<file path="config.mk">
export PLATFORM = sky130hd
export DESIGN_NAME = key_input_conditioner
export DESIGN_NICKNAME = d
export VERILOG_FILES = /design/src/rtl/gui_pkg.sv /design/src/rtl/key_debounce_channel.sv /design/src/rtl/key_input_conditioner.sv
export SDC_FILE = /design/constraint.sdc
export NUM_CORES = 1
export LEC_CHECK = 0
export CAP_MARGIN = 20
export CORE_MARGIN = 1
export CORE_UTILIZATION = 45
export CTS_BUF_LIST = sky130_fd_sc_hd__clkbuf_2
export DETAILED_ROUTE_END_ITERATION = 10
export GPL_TIMING_DRIVEN = 1
export PLACE_DENSITY = 0.76
export REMOVE_ABC_BUFFERS = 1
export SYNTH_ARGS = -nofsm -noshare
export SYNTH_HDL_FRONTEND = slang
export SYNTH_HIERARCHICAL = 1
export SYNTH_SLANG_ARGS = --single-unit
</file>
<file path="constraint.sdc">
create_clock -name clock -period 1.6 [get_ports clock]
set_clock_uncertainty 0.15 [all_clocks]
set_input_delay 0.32 -clock clock [delete_from_list [all_inputs] [get_ports clock]]
set_output_delay 0.32 -clock clock [all_outputs]
set_load 0.02 [all_outputs]
</file>
<file path="src/rtl/gui_pkg.sv">
// Shared definitions for the keyboard GUI front end: key indices, the
// request-FSM state encoding and the idle ("released") raw pin level.
package gui_pkg;

  localparam int NUM_KEYS_DEF = 4;

  localparam int KEY_C0 = 0;
  localparam int KEY_C1 = 1;
  localparam int KEY_C2 = 2;
  localparam int KEY_C3 = 3;

  typedef enum logic [1:0] {
    ST_IDLE = 2'b00,
    ST_REQ  = 2'b01,
    ST_GAP  = 2'b10
  } req_state_e;

  // Raw pin level of a button that is not pressed.
  function automatic logic released_level(input bit raw_active_low);
    return raw_active_low ? 1'b1 : 1'b0;
  endfunction

endpackage

</file>
<file path="src/rtl/key_debounce_channel.sv">
// One key channel: 2-flop synchronizer, polarity normalisation, debounce
// counter, accepted level and one-cycle press/release pulses.
module key_debounce_channel
  import gui_pkg::*;
#(
  parameter int DEBOUNCE_CYCLES = 500000,
  parameter int CNT_W           = 19,
  parameter int RAW_ACTIVE_LOW  = 1
) (
  input  logic clock,
  input  logic reset,
  input  logic raw_i,
  output logic key_o,
  output logic down_o,
  output logic up_o
);

  localparam logic             REL_LEVEL = released_level(RAW_ACTIVE_LOW != 0);
  localparam logic [CNT_W-1:0] CNT_LAST  = CNT_W'(DEBOUNCE_CYCLES - 1);

  logic             sync1_q, sync2_q;
  logic             pressed;
  logic             differ, accept;
  logic [CNT_W-1:0] cnt_q, cnt_d;
  logic             key_q, key_d;
  logic             down_q, down_d;
  logic             up_q, up_d;

  assign pressed = (RAW_ACTIVE_LOW != 0) ? ~sync2_q : sync2_q;

  // The counter only runs while the synchronized level disagrees with the
  // accepted one, so it can never pass CNT_LAST and any agreeing cycle
  // throws away a partially counted edge.
  always_comb begin
    differ = (pressed != key_q);
    accept = differ && (cnt_q == CNT_LAST);
    cnt_d  = '0;
    if (differ && !accept) begin
      cnt_d = cnt_q + 1'b1;
    end
    key_d  = accept ? pressed : key_q;
    down_d = accept &  pressed;
    up_d   = accept & ~pressed;
  end

  always_ff @(posedge clock or posedge reset) begin
    if (reset) begin
      sync1_q <= REL_LEVEL;
      sync2_q <= REL_LEVEL;
      cnt_q   <= '0;
      key_q   <= 1'b0;
      down_q  <= 1'b0;
      up_q    <= 1'b0;
    end else begin
      sync1_q <= raw_i;
      sync2_q <= sync1_q;
      cnt_q   <= cnt_d;
      key_q   <= key_d;
      down_q  <= down_d;
      up_q    <= up_d;
    end
  end

  assign key_o  = key_q;
  assign down_o = down_q;
  assign up_o   = up_q;

endmodule

</file>
<file path="src/rtl/key_input_conditioner.sv">
// Debounces NUM_KEYS raw buttons and raises a req/ack redraw request that
// carries a frozen snapshot of the debounced key levels.
module key_input_conditioner
  import gui_pkg::*;
#(
  parameter int NUM_KEYS        = NUM_KEYS_DEF,
  parameter int DEBOUNCE_CYCLES = 500000,
  parameter int CNT_W           = 19,
  parameter int RAW_ACTIVE_LOW  = 1
) (
  input  logic                clock,
  input  logic                reset,
  input  logic [NUM_KEYS-1:0] raw_keys,
  output logic [NUM_KEYS-1:0] keys,
  output logic [NUM_KEYS-1:0] key_down,
  output logic [NUM_KEYS-1:0] key_up,
  output logic                change_req,
  input  logic                change_ack,
  output logic [NUM_KEYS-1:0] key_snapshot
);

  for (genvar i = 0; i < NUM_KEYS; i++) begin : g_ch
    key_debounce_channel #(
      .DEBOUNCE_CYCLES(DEBOUNCE_CYCLES),
      .CNT_W          (CNT_W),
      .RAW_ACTIVE_LOW (RAW_ACTIVE_LOW)
    ) u_ch (
      .clock (clock),
      .reset (reset),
      .raw_i (raw_keys[i]),
      .key_o (keys[i]),
      .down_o(key_down[i]),
      .up_o  (key_up[i])
    );
  end

  req_state_e          state_q;
  logic                dirty_q;
  logic                req_q;
  logic [NUM_KEYS-1:0] snap_q;
  logic                chg;

  // A pulse on either edge marks the cycle in which keys first shows its new value.
  assign chg = |(key_down | key_up);

  always_ff @(posedge clock or posedge reset) begin
    if (reset) begin
      state_q <= ST_IDLE;
      dirty_q <= 1'b0;
      req_q   <= 1'b0;
      snap_q  <= '0;
    end else begin
      unique case (state_q)
        ST_IDLE: begin
          if (chg) begin
            snap_q  <= keys;
            req_q   <= 1'b1;
            state_q <= ST_REQ;
          end
        end
        ST_REQ: begin
          // A change landing together with the ack is remembered for the GAP.
          if (chg) begin
            dirty_q <= 1'b1;
          end
          if (change_ack) begin
            req_q   <= 1'b0;
            state_q <= ST_GAP;
          end
        end
        ST_GAP: begin
          if (dirty_q || chg) begin
            snap_q  <= keys;
            dirty_q <= 1'b0;
            req_q   <= 1'b1;
            state_q <= ST_REQ;
          end else begin
            state_q <= ST_IDLE;
          end
        end
        default: begin
          dirty_q <= 1'b0;
          req_q   <= 1'b0;
          state_q <= ST_IDLE;
        end
      endcase
    end
  end

  assign change_req   = req_q;
  assign key_snapshot = snap_q;

endmodule
</file>
* Word level (Yosys, flattened, before mapping)
Cells that the tools add are included.
** Operators by class
- Add/sub/neg operators :: 4
- Equal/unequal tests :: 14
- Multiplexer cells :: 17
- Bitwise operators :: 14
- Reductions and logical operators :: 20
** Operators by type and width (number)
- $add A19 B1 Y19 const B :: 4
- $eq A19 B19 Y1 const B :: 4
- $mux W19 :: 4
- $reduce_and A3 Y1 :: 3
- $and A1 B1 Y1 :: 8
- $logic_and A1 B1 Y1 :: 8
- $mux W4 :: 2
- $ne A2 B2 Y1 const B :: 4
- $pmux W4 S2 :: 1
- $pmux W1 S3 :: 2
- $pmux W2 S3 :: 1
- $mux W1 :: 5
- $not A1 Y1 :: 5
- $logic_not A1 Y1 :: 4
- $mux W2 :: 2
- $ne A1 B1 Y1 :: 4
- $or A4 B4 Y4 :: 1
- $reduce_or A4 Y1 :: 1
- $eq A2 B1 Y1 const B :: 1
- $eq A2 B2 Y1 const B :: 1
- $logic_not A2 Y1 :: 1
- $reduce_and A2 Y1 :: 1
- $reduce_bool A2 Y1 :: 1
- $logic_or A1 B1 Y1 :: 1
** Word-level totals
- Register bits after elaboration :: 104
- Bits of input ports :: 7
- Output and inout port bits :: 17
- Logic and storage cells :: 97

* Longest topological paths before layout
Gate-level depths: netlist of the first run.
- Word-level depth :: 6
- Mapped depth :: 6
- Mapped depth without buffers :: 5

* By module
Netlist of the first run, hierarchy kept.
** By module, submodules not included
- key_debounce_channel :: instances 4, cells each 115, area each 1173.6 sq um, sequential area each 603.1 sq um
- key_input_conditioner :: instances 1, cells each 26, area each 392.9 sq um, sequential area each 200.2 sq um

* Worst setup path after synthesis of the first run
OpenSTA, ideal clock, no wires.
- Path type :: flip-flop to flip-flop
- Start :: register g_ch[0].u_ch.cnt_q[9]
- End :: register g_ch[0].u_ch.cnt_q[1]
- Setup time :: 0.120 ns
- Arrival :: 1.522 ns
- Required time :: 1.330 ns
- Path slack :: -0.192 ns
- Stages on the path, launching flop included :: 5
- Path buffers :: 0
- Period minus slack after synthesis :: 1.792 ns
- Cell sequence :: dfrtp_1 -> nor4_1 -> nand2_1 -> or4_4 -> and3_1
** On the way
- Cells in the longest elaborated chain, start to end :: 5
** Ends and longest elaborated chain
- from (decl) :: RTL line key_debounce_channel.sv:24 : logic [CNT_W-1:0] cnt_q, cnt_d;
- from (signal assigned) :: RTL line key_debounce_channel.sv:57 : cnt_q <= cnt_d;
- $eq A19 B19 Y1 :: RTL line key_debounce_channel.sv:36 : accept = differ && (cnt_q == CNT_LAST);
- $logic_and A1 B1 Y1 :: RTL line key_debounce_channel.sv:36
- $logic_not A1 Y1 :: RTL line key_debounce_channel.sv:38 : if (differ && !accept) begin
- $logic_and A1 B1 Y1 :: RTL line key_debounce_channel.sv:38
- $mux W19 :: RTL line key_debounce_channel.sv:38
- named net g_ch[0].u_ch.cnt_d[1] :: RTL line key_debounce_channel.sv:24
The timed path passes the listed nets, and every way through them passes these cells.
A chain may end at the register's enable or synchronous reset.

* Worst setup path after layout of the first run
- Start :: register g_ch[1].u_ch.cnt_q[6]
- End :: register g_ch[1].u_ch.cnt_q[10]
** On the way
- Cells in the longest elaborated chain, start to end :: 5
- Elaborated cells between the ends (all ways) :: 6
- Classes of those cells :: add/sub: 1; eq/ne: 1; mux: 1; reduce/logical: 3
** Ends and longest elaborated chain (RTL line)
- from (decl) :: key_debounce_channel.sv:24
- from (signal assigned) :: key_debounce_channel.sv:57
- branches (longest 4 deep; another with $add A19 B1 Y19)
- $mux W19 (*) :: key_debounce_channel.sv:38
- named net g_ch[1].u_ch.cnt_d[10] :: key_debounce_channel.sv:24
Mark *: on every way through the listed nets, which the timed path passes.

==> results.sh, run 1 <==
export IMPL_root_buffer="clkbuf_2"
export IMPL_fin_util=0.6905
export IMPL_die_y_um=108.3
export IMPL_dp_hpwl_um=8525
export IMPL_pwr_share_seq=0.626
export IMPL_comb_power_share=0.076
export IMPL_leakage_nw=3.193
export IMPL_cts_made_buffers=9
export IMPL_startpoint_type="flop"
export IMPL_ir_worst_vdd_mv=0.3924
export IMPL_path_clk_slew_ns=0.31
export IMPL_cp_end_kind="flop"
export IMPL_synth_edf_count=0
export IMPL_wl_per_cell_um=17.56
export IMPL_period_share=1.271
export IMPL_final_common_cell="buf_4"
export IMPL_period_needed_ns=2.033
export IMPL_worst_hold_path_type="reg2reg"
export IMPL_nFillCells=717
export IMPL_antenna_found_initial=1
export IMPL_grt_start_max_net_pins=25
export IMPL_ys_ff_latch=104
export IMPL_power_w=0.004328
export IMPL_ys_seq_area_frac=0.5135
export IMPL_pwr_share_clk=0.297
export IMPL_setup_tns_ns=-21.91
export IMPL_drtAntennaViolNets=0
export IMPL_multi_input_area_um2=2819
export IMPL_remaining_drc_errors=0
export IMPL_ys_types=40
export IMPL_synth_cells=486
export IMPL_p_int_w=0.003206
export IMPL_rows=38
export IMPL_first_pass_iters=6
export IMPL_switching_share=0.2594
export IMPL_overflow=0
export IMPL_dieArea_um2=11730
export IMPL_layout_drive_gt1_share=0.4841
export IMPL_grt_usage=0.2402
export IMPL_drtIter0Drc=222
export IMPL_numClockSinks=104
export IMPL_maxCapViolations=0
export IMPL_via_per_inst=5.571
export IMPL_arrival_ns=2.37
export IMPL_grt_pass1_wl_um=21880
export IMPL_htree_levels=3
export IMPL_criticalPathCategory="reg2reg"
export IMPL_syn_avg_cell_area_um2=10.47
export IMPL_setup_viol=110
export IMPL_boundaryPins=24
export IMPL_rsz0062_at_grt="true"
export IMPL_tightest_slew_ns=0.4135
export IMPL_die_x_um=108.3
export IMPL_seq_area_um2=2614
export IMPL_power_switching_w=0.001123
export IMPL_coreArea_um2=10940
export IMPL_grt_pass1_vias=4777
export IMPL_nNetsFinal=698
export IMPL_cp_max_fo=10
export IMPL_gp_congestion=0.8500
export IMPL_powerDensity_nw_per_um2=573.2
export IMPL_ff2ff_setup_slack_ns=-0.43
export IMPL_initial_core_util=0.4652
export IMPL_synth_ff_type="dfrtp_1"
export IMPL_max_slew_margin=0.7218
export IMPL_synthArstFlopShare=1.000
export IMPL_area_growth_pct=48.43
export IMPL_report_final_slew_viol_count=0
export IMPL_netlist_area_um2=5087
export IMPL_hold_viol_final=0
export IMPL_cp_required_ns=1.93
export IMPL_cts_buffer_depth=2
export IMPL_clock_latency_ns=0.59
export IMPL_fin_ws_ns=-0.4332
export IMPL_status="complete, but fails checks"
export IMPL_tritoncts="built"
export IMPL_violations="negative setup slack"
export IMPL_fmax_mhz=491.8
export IMPL_vias=4641
export IMPL_port_buffers=23
export IMPL_wl_um=14630
export IMPL_final_cell_mix="buf_4, dfrtp_1, buf_6"
export IMPL_yosys_warnings=6
## state kept, by name (all words and copies together), names as in the netlist
register           count
g_ch.u_ch/key_o        4
g_ch.u_ch/cnt_q       76
g_ch.u_ch/sync1_q      4
change_req             1
dirty_q                1
state_q                2
g_ch.u_ch/up_o         4
g_ch.u_ch/down_o       4
g_ch.u_ch/sync2_q      4
key_snapshot           4
## kinds of logic after synthesis
| logic type | synth area share |
|---|---|
| simple gates | 0.2875 |
| buf+inv | 0.02140 |
| flops | 0.5135 |
| mux | 0.01181 |
| xor+xnor | 0.09641 |
| fa+ha+maj | 0.009838 |
| compound gates | 0.05952 |
## worst max-delay path, cell delays in order, from the launching register on
cell	delay [ns]
dfrtp_1	0.49
nor4_2	0.44
nand4b_1	0.31
o21ai_2	0.28
buf_6	0.18
nor2_1	0.07
## per-layer routing
metal  routed length [µm]  GRT usage
met1                 5872     0.2986
met2                 7566     0.4072
met3                  528    0.04280
met4                  662     0.1100
met5                    0          0
## stage by stage
stage          area, µm²  hold WS (ns)  instances  setup WS, ns
2_1_floorplan       5042      -0.01434        478       -0.2352
3_3_place_gp        6429        0.1962        765       -0.2049
3_5_place_dp        6429        0.1968        765       -0.2928
4_1_cts             7263        0.2241        823       -0.2052
5_1_grt             7551        0.1977        833       -0.4990
6_report            7551        0.2255        833       -0.4332
## Yosys cell counts, drive strengths merged, types with 8 or more instances
| cell | number | area (µm²) |
|---|---|---|
| o21ai | 20 | 115.1 |
| nor3 | 20 | 100.1 |
| nand2 | 30 | 112.6 |
| nand4 | 12 | 100.1 |
| and3 | 12 | 75.07 |
| nor2 | 77 | 289.0 |
| or3 | 12 | 95.09 |
| nand3 | 29 | 215.2 |
| inv | 17 | 63.81 |
| a21oi | 12 | 75.07 |
| nor4 | 26 | 192.7 |
| dfrtp | 96 | 2402 |
| xnor2 | 48 | 420.4 |
| or2 | 9 | 56.30 |
| or4 | 8 | 90.09 |
| dfstp | 8 | 210.2 |
| xor2 | 8 | 70.07 |
## area by class of cell
cell class,count,area share
inverter,17,0.008451
antenna,1,0.0003314
multi-input combinational,357,0.3733
timing repair buffer,198,0.2330
clock inverter,6,0.008948
clock buffer,10,0.006628
tap,140,0.02320
sequential,104,0.3461
## worst paths after layout
path	from	to	cells past startpoint
min reg2reg	g_ch[0].u_ch/sync1_q$_DFF_PP1_	g_ch[0].u_ch/sync2_q$_DFF_PP1_	0
min	g_ch[0].u_ch/sync1_q$_DFF_PP1_	g_ch[0].u_ch/sync2_q$_DFF_PP1_	0
max in group asynchronous	reset	g_ch[3].u_ch/sync1_q$_DFF_PP1_	4
max reg2reg	g_ch[1].u_ch/cnt_q[6]$_DFF_PP0_	g_ch[1].u_ch/cnt_q[10]$_DFF_PP0_	5
min in group asynchronous	reset	key_snapshot[0]$_DFFE_PP0P_	3
max	g_ch[1].u_ch/cnt_q[6]$_DFF_PP0_	g_ch[1].u_ch/cnt_q[10]$_DFF_PP0_	5
## repair_timing
item / 4_1_cts / 5_1_grt
gates resized for setup: 188 / 60
cloned: 0 / 1
buffers inserted: 37 / 10
endpoints found under the setup margin: 111 / 112
hold endpoints to repair: 12 / 0
pin swaps: 59 / 31
hold buffers: 5 / 0
## power by group through the flow
stage	Combinational [W]	Sequential, W	Clock, W
2_1_floorplan	0.000107	0.00275	0
3_3_place_gp	0.000251	0.00275	0
3_5_place_dp	0.000261	0.00275	0
4_1_cts	0.000308	0.00271	0.00129
5_1_grt	0.000360	0.00272	0.00142
6_report	0.000330	0.00271	0.00129
Power figures use the tool's default switching activity.
==> inputs of run 2 (changes only) <==
--- a/constraint.sdc
+++ b/constraint.sdc
@@ -3,3 +3,3 @@
 set_input_delay 0.32 -clock clock [delete_from_list [all_inputs] [get_ports clock]]
 set_output_delay 0.32 -clock clock [all_outputs]
-set_load 0.02 [all_outputs]
+set_load 0.05 [all_outputs]
==> results.sh, run 2 (synthesized netlist as in run 1, its figures left out) <==
export IMPL_fin_ws_ns=-0.3084
export IMPL_grt_pass1_wl_um=22940
export IMPL_grt_usage=0.2564
export IMPL_fmax_mhz=524.0
export IMPL_vias=4635
export IMPL_placed_cell_area_um2=6696
export IMPL_rows=38
export IMPL_drtIter0Drc=239
export IMPL_boundaryPins=24
export IMPL_met3_usage=0.04340
export IMPL_wl_um=14520
export IMPL_antenna_found_initial=1
export IMPL_area_growth_pct=51.03
export IMPL_leakage_nw=3.279
export IMPL_gr_usage_met1=0.2951
export IMPL_initial_core_util=0.4652
export IMPL_tightest_slew_ns=0.4620
export IMPL_dp_hpwl_um=8936
export IMPL_setup_tns_ns=-20.75
export IMPL_period_needed_ns=1.908
export IMPL_grtUsageMet2=0.4622
export IMPL_root_buffer="clkbuf_2"
export IMPL_status="complete, but fails checks"
export IMPL_cts_buffer_depth=2
export IMPL_largest_register="g_ch.u_ch/cnt_q"
export IMPL_remaining_drc_errors=0
export IMPL_grt_pass1_vias=4839
export IMPL_fin_util=0.7026
export IMPL_cp_end_kind="flop"
export IMPL_arrival_ns=2.30
export IMPL_coreArea_um2=10940
export IMPL_via_per_inst=5.505
export IMPL_htree_levels=3
export IMPL_cts_made_buffers=9
export IMPL_die_y_um=108.3
export IMPL_maxCapViolations=0
export IMPL_grt_busiest_layer="met2"
export IMPL_max_slew_margin=0.6898
export IMPL_nNetsFinal=707
export IMPL_dieArea_um2=11730
export IMPL_startpoint_type="flop"
export IMPL_die_x_um=108.3
export IMPL_report_final_slew_viol_count=0
export IMPL_timing_rr_start="g_ch[1].u_ch/cnt_q[10]$_DFF_PP0_"
export IMPL_hold_viol_final=0
export IMPL_crit_end="g_ch[1].u_ch/cnt_q[1]$_DFF_PP0_"
export IMPL_r2r_end="g_ch[1].u_ch/cnt_q[1]$_DFF_PP0_"
export IMPL_cp_required_ns=2.00
export IMPL_ir_worst_vdd_mv=0.3152
export IMPL_first_pass_iters=6
export IMPL_layout_drive_gt1_share=0.4679
export IMPL_tritoncts="built"
export IMPL_powerDensity_nw_per_um2=533.5
export IMPL_cp_max_fo=4
export IMPL_final_cell_mix="buf_4, dfrtp_1, nor2_1"
export IMPL_setup_viol=110
export IMPL_period_share=1.193
export IMPL_clock_latency_ns=0.59
export IMPL_grt_start_max_net_pins=25
export IMPL_final_common_cell="buf_4"
export IMPL_fin_area_um2=7684
export IMPL_overflow=0
export IMPL_gp_congestion=0.8587
export IMPL_reg2regPathDepth=5
export IMPL_rsz0062_at_grt="true"
export IMPL_numClockSinks=104
export IMPL_criticalPathCategory="reg2reg"
export IMPL_worst_hold_path_type="reg2reg"
export IMPL_drtAntennaViolNets=0
export IMPL_path_clk_slew_ns=0.30
export IMPL_violations="negative setup slack"
export IMPL_wl_per_cell_um=17.25
export IMPL_ff2ff_setup_slack_ns=-0.31
export IMPL_largest_register_ffs=76
export IMPL_port_buffers=23
export IMPL_worstSetupStartpoint="g_ch[1].u_ch/cnt_q[10]$_DFF_PP0_"
-- run 2: cell count changes in the layout (fill, tap and decap cells not counted), moves of 3 or more --
cell / delta
buf_6: -17
a21oi_1: +3
nor2_4: -8
buf_4: +6
clkinv_1: +4
buf_12: +20
nor2_1: +8
a21oi_2: -3
-- run 2: timing repair --
action | 4_1_cts | 5_1_grt
hold buffers | 5 | 0
pin swaps | 47 | 24
endpoints found under the setup margin | 109 | 112
gates resized for setup | 75 | 52
endpoints found under the hold margin | 23 | 0
cloned | 1 | 1
buffers inserted | 37 | 10
-- run 2: worst min-delay path by stage --
stage | cells after the start | start | endpoint | slack [ns]
after floorplan | 1 | reset | change_req$_DFFE_PP0P_ | -0.01
after global placement | 0 | g_ch[2].u_ch/sync1_q$_DFF_PP1_ | g_ch[2].u_ch/sync2_q$_DFF_PP1_ | 0.20
after detailed placement | 0 | g_ch[1].u_ch/sync1_q$_DFF_PP1_ | g_ch[1].u_ch/sync2_q$_DFF_PP1_ | 0.20
after CTS | 2 | change_ack | state_q[1]$_DFFE_PP0P_ | 0.18
after global routing | 2 | change_ack | state_q[1]$_DFFE_PP0P_ | 0.18
final | 0 | g_ch[2].u_ch/sync1_q$_DFF_PP1_ | g_ch[2].u_ch/sync2_q$_DFF_PP1_ | 0.23
-- run 2: worst max-delay path, cell delays in order (launching register included) --
cell	delay (ns)
dfrtp_1	0.49
buf_6	0.13
nor4_4	0.30
nand2_1	0.13
or4_4	0.49
and3_4	0.17
-- run 2: per-stage QoR --
stage / cells / total power [W] / setup slack (ns) / hold slack (ns)
floorplan: 478 / 0.002854 / -0.2352 / -0.01434
global placement: 773 / 0.003007 / -0.2055 / 0.1963
detailed placement: 773 / 0.003020 / -0.2920 / 0.1990
CTS: 832 / 0.004095 / -0.2403 / 0.1845
global route: 842 / 0.004276 / -0.3711 / 0.1832
finish: 842 / 0.004099 / -0.3084 / 0.2265
-- run 2: layout make-up --
class,instances,area [µm²]
antenna,1,2.502
fill,705,3252
timing repair buffer,207,2013
tap,140,175.2
inverter,17,63.81
clock inverter,5,23.77
sequential,104,2616
multi-input combinational,357,2734
clock buffer,11,55.05
-- run 2: where the power goes --
part / switching (W) / internal (W) / leakage, nW
combinational: 0.000171 / 0.000159 / 1.81
sequential: 0.0000309 / 0.00268 / 1.41
clock: 0.000858 / 0.000201 / 0.0561
total: 0.00106 / 0.00304 / 3.28
-- run 2: per-layer routing --
metal  wire (µm)  vias up
met5           0        -
met4         425        0
met3         566       40
met2        7830      135
met1        5699     2329
li1            -     2131
